[config.mk]
export PLATFORM = sky130hd
export DESIGN_NAME = dmem_lsu_flat
export DESIGN_NICKNAME = d
export VERILOG_FILES = /design/src/rtl/dmem_lsu_pkg.sv /design/src/rtl/dmem_lsu_if.sv /design/src/rtl/dmem_lsu_lane.sv /design/src/rtl/dmem_lsu.sv /design/src/flat_wrapper.sv
export SDC_FILE = /design/constraint.sdc
export NUM_CORES = 1
export LEC_CHECK = 0
export CAP_MARGIN = 10
export CORE_MARGIN = 2
export CORE_UTILIZATION = 30
export DETAILED_ROUTE_END_ITERATION = 8
export PLACE_DENSITY_LB_ADDON = 0.08
export SLEW_MARGIN = 20
export SYNTH_ARGS = -nofsm -noshare
export SYNTH_HDL_FRONTEND = slang
export SYNTH_SLANG_ARGS = --single-unit
[constraint.sdc]
create_clock -name clk -period 3.5 [get_ports clk]
set_input_delay 0.7 -clock clk [delete_from_list [all_inputs] [get_ports clk]]
set_output_delay 0.7 -clock clk [all_outputs]
set_load 0.005 [all_outputs]
[src/rtl/dmem_lsu_pkg.sv]
// Shared types and encodings for the data-memory load/store unit.
package dmem_lsu_pkg;

    // Access sequencer states.
    typedef enum logic [1:0] {
        S_IDLE = 2'd0,
        S_REQ  = 2'd1,
        S_RESP = 2'd2,
        S_DONE = 2'd3
    } lsu_state_e;

    // Access size lives in funct3[1:0]; funct3[2] selects zero-extension for loads.
    localparam logic [1:0] SZ_BYTE = 2'b00;
    localparam logic [1:0] SZ_HALF = 2'b01;
    localparam logic [1:0] SZ_WORD = 2'b10;
    localparam int         F3_USIGN_BIT = 2;

    // Byte-lane geometry of the bus.
    localparam int BYTE_W = 8;
    localparam int BE_W   = 4;
    localparam logic [BE_W-1:0] BE_HALF_LO = 4'b0011;
    localparam logic [BE_W-1:0] BE_HALF_HI = 4'b1100;
    localparam logic [BE_W-1:0] BE_WORD    = 4'b1111;

    // Half-words need addr[0]=0, words need addr[1:0]=0; bytes are always aligned.
    function automatic logic is_misaligned(input logic [2:0] funct3, input logic [1:0] addr_lo);
        logic bad;
        bad = 1'b0;
        case (funct3[1:0])
            SZ_HALF:         bad = addr_lo[0];
            SZ_WORD, 2'b11:  bad = (addr_lo != 2'b00);
            default:         bad = 1'b0;
        endcase
        return bad;
    endfunction

endpackage

[src/rtl/dmem_lsu_if.sv]
// Word-wide memory bus between the load/store unit and the data memory.
interface dmem_lsu_if #(
    parameter int ADDR_WIDTH = 32,
    parameter int WORD_WIDTH = 32
);
    import dmem_lsu_pkg::*;

    logic                  bus_req_valid;
    logic                  bus_req_ready;
    logic [ADDR_WIDTH-1:0] bus_addr;
    logic                  bus_we;
    logic [BE_W-1:0]       bus_be;
    logic [WORD_WIDTH-1:0] bus_wdata;
    logic                  bus_rsp_valid;
    logic [WORD_WIDTH-1:0] bus_rdata;

    modport master (
        output bus_req_valid, bus_addr, bus_we, bus_be, bus_wdata,
        input  bus_req_ready, bus_rsp_valid, bus_rdata
    );

    modport slave (
        input  bus_req_valid, bus_addr, bus_we, bus_be, bus_wdata,
        output bus_req_ready, bus_rsp_valid, bus_rdata
    );

endinterface

[src/rtl/dmem_lsu_lane.sv]
// Byte-lane steering: store data placement / byte enables and load extraction / extension.
// Assumes a 32-bit word split into four byte lanes.
module dmem_lsu_lane
    import dmem_lsu_pkg::*;
#(
    parameter int WORD_WIDTH = 32
) (
    input  logic [1:0]            addr_lo,
    input  logic [2:0]            funct3,
    input  logic [WORD_WIDTH-1:0] wdata,
    input  logic [WORD_WIDTH-1:0] rdata,
    output logic [BE_W-1:0]       be,
    output logic [WORD_WIDTH-1:0] wdata_lane,
    output logic [WORD_WIDTH-1:0] rdata_ext
);

    localparam int HALF_W = 2 * BYTE_W;

    logic [BYTE_W-1:0] rd_byte;
    logic [HALF_W-1:0] rd_half;
    logic              sext;

    assign rd_byte = rdata[{addr_lo, 3'b000} +: BYTE_W];
    assign rd_half = rdata[{addr_lo[1], 4'b0000} +: HALF_W];
    assign sext    = ~funct3[F3_USIGN_BIT];

    // Replicate narrow store data across lanes and enable only the addressed bytes.
    always_comb begin
        be         = BE_WORD;
        wdata_lane = wdata;
        case (funct3[1:0])
            SZ_BYTE: begin
                be         = BE_W'(1) << addr_lo;
                wdata_lane = {BE_W{wdata[BYTE_W-1:0]}};
            end
            SZ_HALF: begin
                be         = addr_lo[1] ? BE_HALF_HI : BE_HALF_LO;
                wdata_lane = {2{wdata[HALF_W-1:0]}};
            end
            default: ;
        endcase
    end

    // Pick the addressed byte/half-word from the read word and sign- or zero-extend it.
    always_comb begin
        rdata_ext = rdata;
        case (funct3[1:0])
            SZ_BYTE: rdata_ext = {{(WORD_WIDTH-BYTE_W){rd_byte[BYTE_W-1] & sext}}, rd_byte};
            SZ_HALF: rdata_ext = {{(WORD_WIDTH-HALF_W){rd_half[HALF_W-1] & sext}}, rd_half};
            default: ;
        endcase
    end

endmodule

[src/rtl/dmem_lsu.sv]
// Data-memory load/store unit: turns core DMEM-stage requests into single bus
// transactions, stalling the core until the access completes or times out.
module dmem_lsu
    import dmem_lsu_pkg::*;
#(
    parameter int ADDR_WIDTH     = 32,
    parameter int WORD_WIDTH     = 32,
    parameter int TIMEOUT_CYCLES = 255
) (
    input  logic                  clk,
    input  logic                  rst_n,
    input  logic [ADDR_WIDTH-1:0] core_addr,
    input  logic [WORD_WIDTH-1:0] core_wdata,
    input  logic                  core_read,
    input  logic                  core_write,
    input  logic [2:0]            core_funct3,
    output logic [WORD_WIDTH-1:0] core_rdata,
    output logic                  core_stall,
    output logic                  core_err,
    dmem_lsu_if.master            bus
);

    localparam int CNT_W = $clog2(TIMEOUT_CYCLES + 1);

    lsu_state_e            state;
    logic [CNT_W-1:0]      wait_cnt;
    logic [ADDR_WIDTH-1:0] addr_q;
    logic [WORD_WIDTH-1:0] wdata_q;
    logic [2:0]            funct3_q;
    logic                  write_q;
    logic [WORD_WIDTH-1:0] rdata_q;
    logic                  err_q;

    logic                  core_req;
    logic                  req_bad;
    logic                  req_ok;
    logic                  wait_last;
    logic                  in_req;
    logic [BE_W-1:0]       lane_be;
    logic [WORD_WIDTH-1:0] lane_wdata;
    logic [WORD_WIDTH-1:0] lane_rdata;

    assign core_req  = core_read | core_write;
    assign req_bad   = (core_read & core_write) | is_misaligned(core_funct3, core_addr[1:0]);
    assign req_ok    = core_req & ~req_bad;
    // The counter holds the number of REQ/RESP cycles already spent; this is the last allowed one.
    assign wait_last = (wait_cnt >= CNT_W'(TIMEOUT_CYCLES - 1));
    assign in_req    = (state == S_REQ);

    dmem_lsu_lane #(.WORD_WIDTH(WORD_WIDTH)) u_lane (
        .addr_lo    (addr_q[1:0]),
        .funct3     (funct3_q),
        .wdata      (wdata_q),
        .rdata      (bus.bus_rdata),
        .be         (lane_be),
        .wdata_lane (lane_wdata),
        .rdata_ext  (lane_rdata)
    );

    // Bus request fields come only from the latched request, so they hold steady until accepted.
    assign bus.bus_req_valid = in_req;
    assign bus.bus_addr      = in_req ? {addr_q[ADDR_WIDTH-1:2], 2'b00} : '0;
    assign bus.bus_we        = in_req & write_q;
    assign bus.bus_be        = in_req ? lane_be : '0;
    assign bus.bus_wdata     = in_req ? lane_wdata : '0;

    // A legal request stalls the core in its very first cycle; rst_n masks the combinational paths.
    assign core_stall = rst_n & ((state == S_REQ) | (state == S_RESP) | ((state == S_IDLE) & req_ok));
    assign core_err   = rst_n & (((state == S_IDLE) & core_req & req_bad) | ((state == S_DONE) & err_q));
    assign core_rdata = (state == S_DONE) ? rdata_q : '0;

    // Access sequencer with wait counter and request/result latches.
    always_ff @(posedge clk or negedge rst_n) begin
        if (!rst_n) begin
            state    <= S_IDLE;
            wait_cnt <= '0;
            addr_q   <= '0;
            wdata_q  <= '0;
            funct3_q <= '0;
            write_q  <= 1'b0;
            rdata_q  <= '0;
            err_q    <= 1'b0;
        end else begin
            unique case (state)
                S_IDLE: begin
                    if (req_ok) begin
                        addr_q   <= core_addr;
                        wdata_q  <= core_wdata;
                        funct3_q <= core_funct3;
                        write_q  <= core_write;
                        wait_cnt <= '0;
                        rdata_q  <= '0;
                        err_q    <= 1'b0;
                        state    <= S_REQ;
                    end
                end
                S_REQ: begin
                    wait_cnt <= wait_cnt + CNT_W'(1);
                    // An acceptance on the final wait cycle still counts as a handshake.
                    if (bus.bus_req_ready) begin
                        state <= write_q ? S_DONE : S_RESP;
                    end else if (wait_last) begin
                        err_q <= 1'b1;
                        state <= S_DONE;
                    end
                end
                S_RESP: begin
                    if (bus.bus_rsp_valid) begin
                        rdata_q <= lane_rdata;
                        state   <= S_DONE;
                    end else if (wait_last) begin
                        err_q <= 1'b1;
                        state <= S_DONE;
                    end else begin
                        wait_cnt <= wait_cnt + CNT_W'(1);
                    end
                end
                S_DONE: begin
                    err_q <= 1'b0;
                    state <= S_IDLE;
                end
            endcase
        end
    end

endmodule
[src/flat_wrapper.sv]
// flat-port wrapper written by rule: the top's interface ports become plain ports
module dmem_lsu_flat import dmem_lsu_pkg::*;
#(
    parameter int ADDR_WIDTH     = 32,
    parameter int WORD_WIDTH     = 32,
    parameter int TIMEOUT_CYCLES = 255
)
  (clk, rst_n, core_addr, core_wdata, core_read, core_write, core_funct3, core_rdata, core_stall, core_err, bus_bus_req_valid, bus_bus_addr, bus_bus_we, bus_bus_be, bus_bus_wdata, bus_bus_req_ready, bus_bus_rsp_valid, bus_bus_rdata);
  dmem_lsu_if #(.ADDR_WIDTH(ADDR_WIDTH), .WORD_WIDTH(WORD_WIDTH)) bus_i ();
  input  logic clk;
  input  logic rst_n;
  input  logic [ADDR_WIDTH-1:0] core_addr;
  input  logic [WORD_WIDTH-1:0] core_wdata;
  input  logic core_read;
  input  logic core_write;
  input  logic [2:0] core_funct3;
  output logic [WORD_WIDTH-1:0] core_rdata;
  output logic core_stall;
  output logic core_err;
  output wire logic [$bits(bus_i.bus_req_valid)-1:0] bus_bus_req_valid;
  output wire logic [$bits(bus_i.bus_addr)-1:0] bus_bus_addr;
  output wire logic [$bits(bus_i.bus_we)-1:0] bus_bus_we;
  output wire logic [$bits(bus_i.bus_be)-1:0] bus_bus_be;
  output wire logic [$bits(bus_i.bus_wdata)-1:0] bus_bus_wdata;
  input wire logic [$bits(bus_i.bus_req_ready)-1:0] bus_bus_req_ready;
  input wire logic [$bits(bus_i.bus_rsp_valid)-1:0] bus_bus_rsp_valid;
  input wire logic [$bits(bus_i.bus_rdata)-1:0] bus_bus_rdata;
  assign bus_bus_req_valid = bus_i.bus_req_valid;
  assign bus_bus_addr = bus_i.bus_addr;
  assign bus_bus_we = bus_i.bus_we;
  assign bus_bus_be = bus_i.bus_be;
  assign bus_bus_wdata = bus_i.bus_wdata;
  assign bus_i.bus_req_ready = bus_bus_req_ready;
  assign bus_i.bus_rsp_valid = bus_bus_rsp_valid;
  assign bus_i.bus_rdata = bus_bus_rdata;
  dmem_lsu #(.ADDR_WIDTH(ADDR_WIDTH), .WORD_WIDTH(WORD_WIDTH), .TIMEOUT_CYCLES(TIMEOUT_CYCLES)) u_core (.clk(clk), .rst_n(rst_n), .core_addr(core_addr), .core_wdata(core_wdata), .core_read(core_read), .core_write(core_write), .core_funct3(core_funct3), .core_rdata(core_rdata), .core_stall(core_stall), .core_err(core_err), .bus(bus_i));
endmodule
==> reports/qor.csv <==
stage,metric,value,unit
global_routing,grt_antenna_before_repair,0,
place,hpwlAfterDp,13.8,mm
floorplan,core,20300,µm²
pwr,peakVddDrop,344,µV
cells_and_area,diodes,0,
global_routing,overflow,0,
logic_synthesis,synth_cell_types,53,
sta,fin_crit_sh,88.6,%
clocking,clk_pin_slew,70,ps
cells_and_area,fin_nets,869,
logic_synthesis,ys_ff_latch,111,
logic_synthesis,synth.largest_area_cell,dfrtp_1,
cells_and_area,final_layout_size_suffix_gt1_share,15.8,%
setup_path,required,2800,ps
sta,fmax,322,MHz
pwr,power_density,809,nW/µm²
logic_synthesis,synthTopCellsByCount,"111 x dfrtp_1, 77 x mux2_2, 75 x and2_1",
drt,drc,0,
floorplan,initial_core_util,30.6,%
drt,ant_nets,0,
clocking,cts_buffers,9,
clocking,root_buffer,clkbuf_16,
logic_synthesis,netlist_instances,570,
logic_synthesis,yosysSeqAreaShare,44.7,%
logic_synthesis,yosysWarnings,0,
logic_synthesis,synth_top_area_share,44.7,%
logic_synthesis,synth_edf_count,0,
logic_synthesis,syn-mean-instance-area,10.9,µm²
global_routing,grt_pass1_wl,30.5,mm
sta,setup_viol,0,
place,pre_cts_slack,408,ps
floorplan,die_y,148,µm
drt,drt_first_iter_violations,212,
clocking,cts_resized,0,
sta,grt_setup_unrepaired,false,
sta,tightest_slew,928,ps
cells_and_area,flow.area_growth_from_synthesis,42.0,%
clocking,clkSinkCount,111,
sta,fin_skew,9.79,ps
logic_synthesis,synthFlopType,dfrtp_1,
pwr,p_leak,0.00380,µW
sta,tns,0,ps
sta,drv_slew,0,
setup_path,crit_fanout,27,
run,timing.max_cap.violations,0,
global_routing,grt_max_degree,69,
cells_and_area,fill_cells,1979,
floorplan,dieArea,21900,µm²
clocking,clock_latency,350,ps
logic_synthesis,async_flop_share,100,%
logic_synthesis,synth_area_leaders,"dfrtp_1 45%, mux2_2 14%, and2_1 7.5%",
logic_synthesis,synth.cell_area,6220,µm²
floorplan,io_pins,209,
run_status,status,completed,
sta,worst_slack,397,ps
setup_path,cp-start-kind,register,
min_path,hold_class,register to register,
sta,relSlewSlack,38.1,%
clocking,postCtsSetupBuffers,0,
setup_path,path_class,register to output pin,
drt,wire_per_inst,18.6,µm
drt,vias_per_cell,4.97,
global_routing,grt_usage,17.7,%
clocking,cts_buffer_depth,2,
setup_path,critical_path_arrival,2400,ps
setup_path,critPathCaptureType,output pin,
drt,num_vias,5124,
floorplan,fp.dieW,148,µm
logic_synthesis,yosysMostFrequentCell,dfrtp_1,
clocking,cts_tree,built,
place,port_buffers,206,
sta,finalHoldViolations,0,
clocking,htree_levels,3,
global_routing,grt_pass1_vias,5432,
drt,totalWireLength,19.2,mm
floorplan,rows,52,
place,gp_congestion,0.856,
sta,fin_crit,3100,ps
drt,drt_pass1_iterations,5,
clocking,postCtsHoldBufs,0,
-- registers in the layout, indices dropped and copies added, names as in the netlist --
signal and count:
u_core.addr_q 32, u_core.err_q 1, u_core.funct3_q 3, u_core.rdata_q 32, u_core.state 2, u_core.wait_cnt 8
u_core.wdata_q 32, u_core.write_q 1
-- cells by family after synthesis --
kind of cell / share of synthesized area (%)
other: 0.0603
buffers and inverters: 4.09
DFF: 44.7
muxes: 17.2
adders and majority gates: 1.61
AOI/OAI and AO/OA: 18.8
and+or+nand+nor: 13.3
xor gates and xnor gates: 0.262
-- where the power goes --
group | switching, µW | internal, µW | leakage (µW) | total, µW
registers | 382 | 1880 | 0.00139 | 2260
logic | 1750 | 2080 | 0.00227 | 3830
clock network | 481 | 572 | 0.000141 | 1050
-- path summary, 6_finish.rpt --
check                                   start                  to  slack, ps  cells after the start
max reg2reg                   u_core.state[0]  u_core.rdata_q[21]        830                      6
max in group asynchronous               rst_n  u_core.wdata_q[17]       1760                      3
min reg2reg                 u_core.addr_q[19]   u_core.addr_q[19]        500                      1
min                         u_core.addr_q[19]   u_core.addr_q[19]        500                      1
min in group asynchronous               rst_n  u_core.wait_cnt[0]        600                      2
max                        u_core.funct3_q[1]   bus_bus_wdata[31]        400                      4
-- cells in the final DEF (no fill, tap or decap), types with 2 or more instances in the layout --
cell type	count
nand3_1	3
a221o_1	7
o2111ai_1	2
buf_4	12
inv_1	12
a211oi_1	2
a21o_1	23
nor2_1	10
a21oi_1	13
o221a_2	3
nor2_2	2
ha_1	7
a22o_1	24
o221ai_1	2
clkbuf_16	9
mux2i_1	18
a31oi_1	2
a221oi_1	10
nor2b_1	17
dfrtp_1	111
a21boi_0	12
conb_1	2
o22ai_1	11
nand2_1	28
o211a_1	9
o21bai_1	3
mux2_2	77
o2bb2ai_1	2
nand2b_1	6
clkdlybuf4s50_1	205
o21ai_0	13
clkinvlp_4	2
o21a_1	2
and2_1	75
-- cell type report --
cell class / instances / area [µm²] / share of cell area [%]
clock inverters: 5 / 58.8 / 0.666
flip-flops and latches: 111 / 2780 / 31.5
repair buffers: 218 / 2160 / 24.5
multi-input cells: 404 / 3210 / 36.3
clock buffers: 10 / 239 / 2.71
inverters: 12 / 45.0 / 0.510
well taps: 270 / 338 / 3.83
-- layer usage --
| layer | up-vias | track usage (%) | part of all wire [%] |
|---|---|---|---|
| li1 | 2417 | - | - |
| met1 | 2509 | 22.5 | 42 |
| met2 | 181 | 28.1 | 46 |
| met3 | 17 | 6.94 | 11 |
| met4 | 0 | 5.10 | 1.4 |
| met5 | - | 0 | 0 |
-- per-stage QoR --
step	hold slack (ps)	area, µm²	cells	util, %	power (µW)
after floorplan	404	6220	571	-	4460
after global placement	479	8520	1015	42.0	6070
after detailed placement	486	8520	1015	42.0	6140
after CTS	504	8820	1030	43.4	7250
after global routing	507	8830	1030	43.5	7720
final	498	8830	1030	43.5	7140
-- worst max-delay path, cell delays in order, from the launching register on --
cell and delay, ps:
dfrtp_1 390, buf_4 220, inv_1 640, o211a_1 260, clkdlybuf4s50_1 540
No activity file was read; power rests on OpenSTA's default activity.
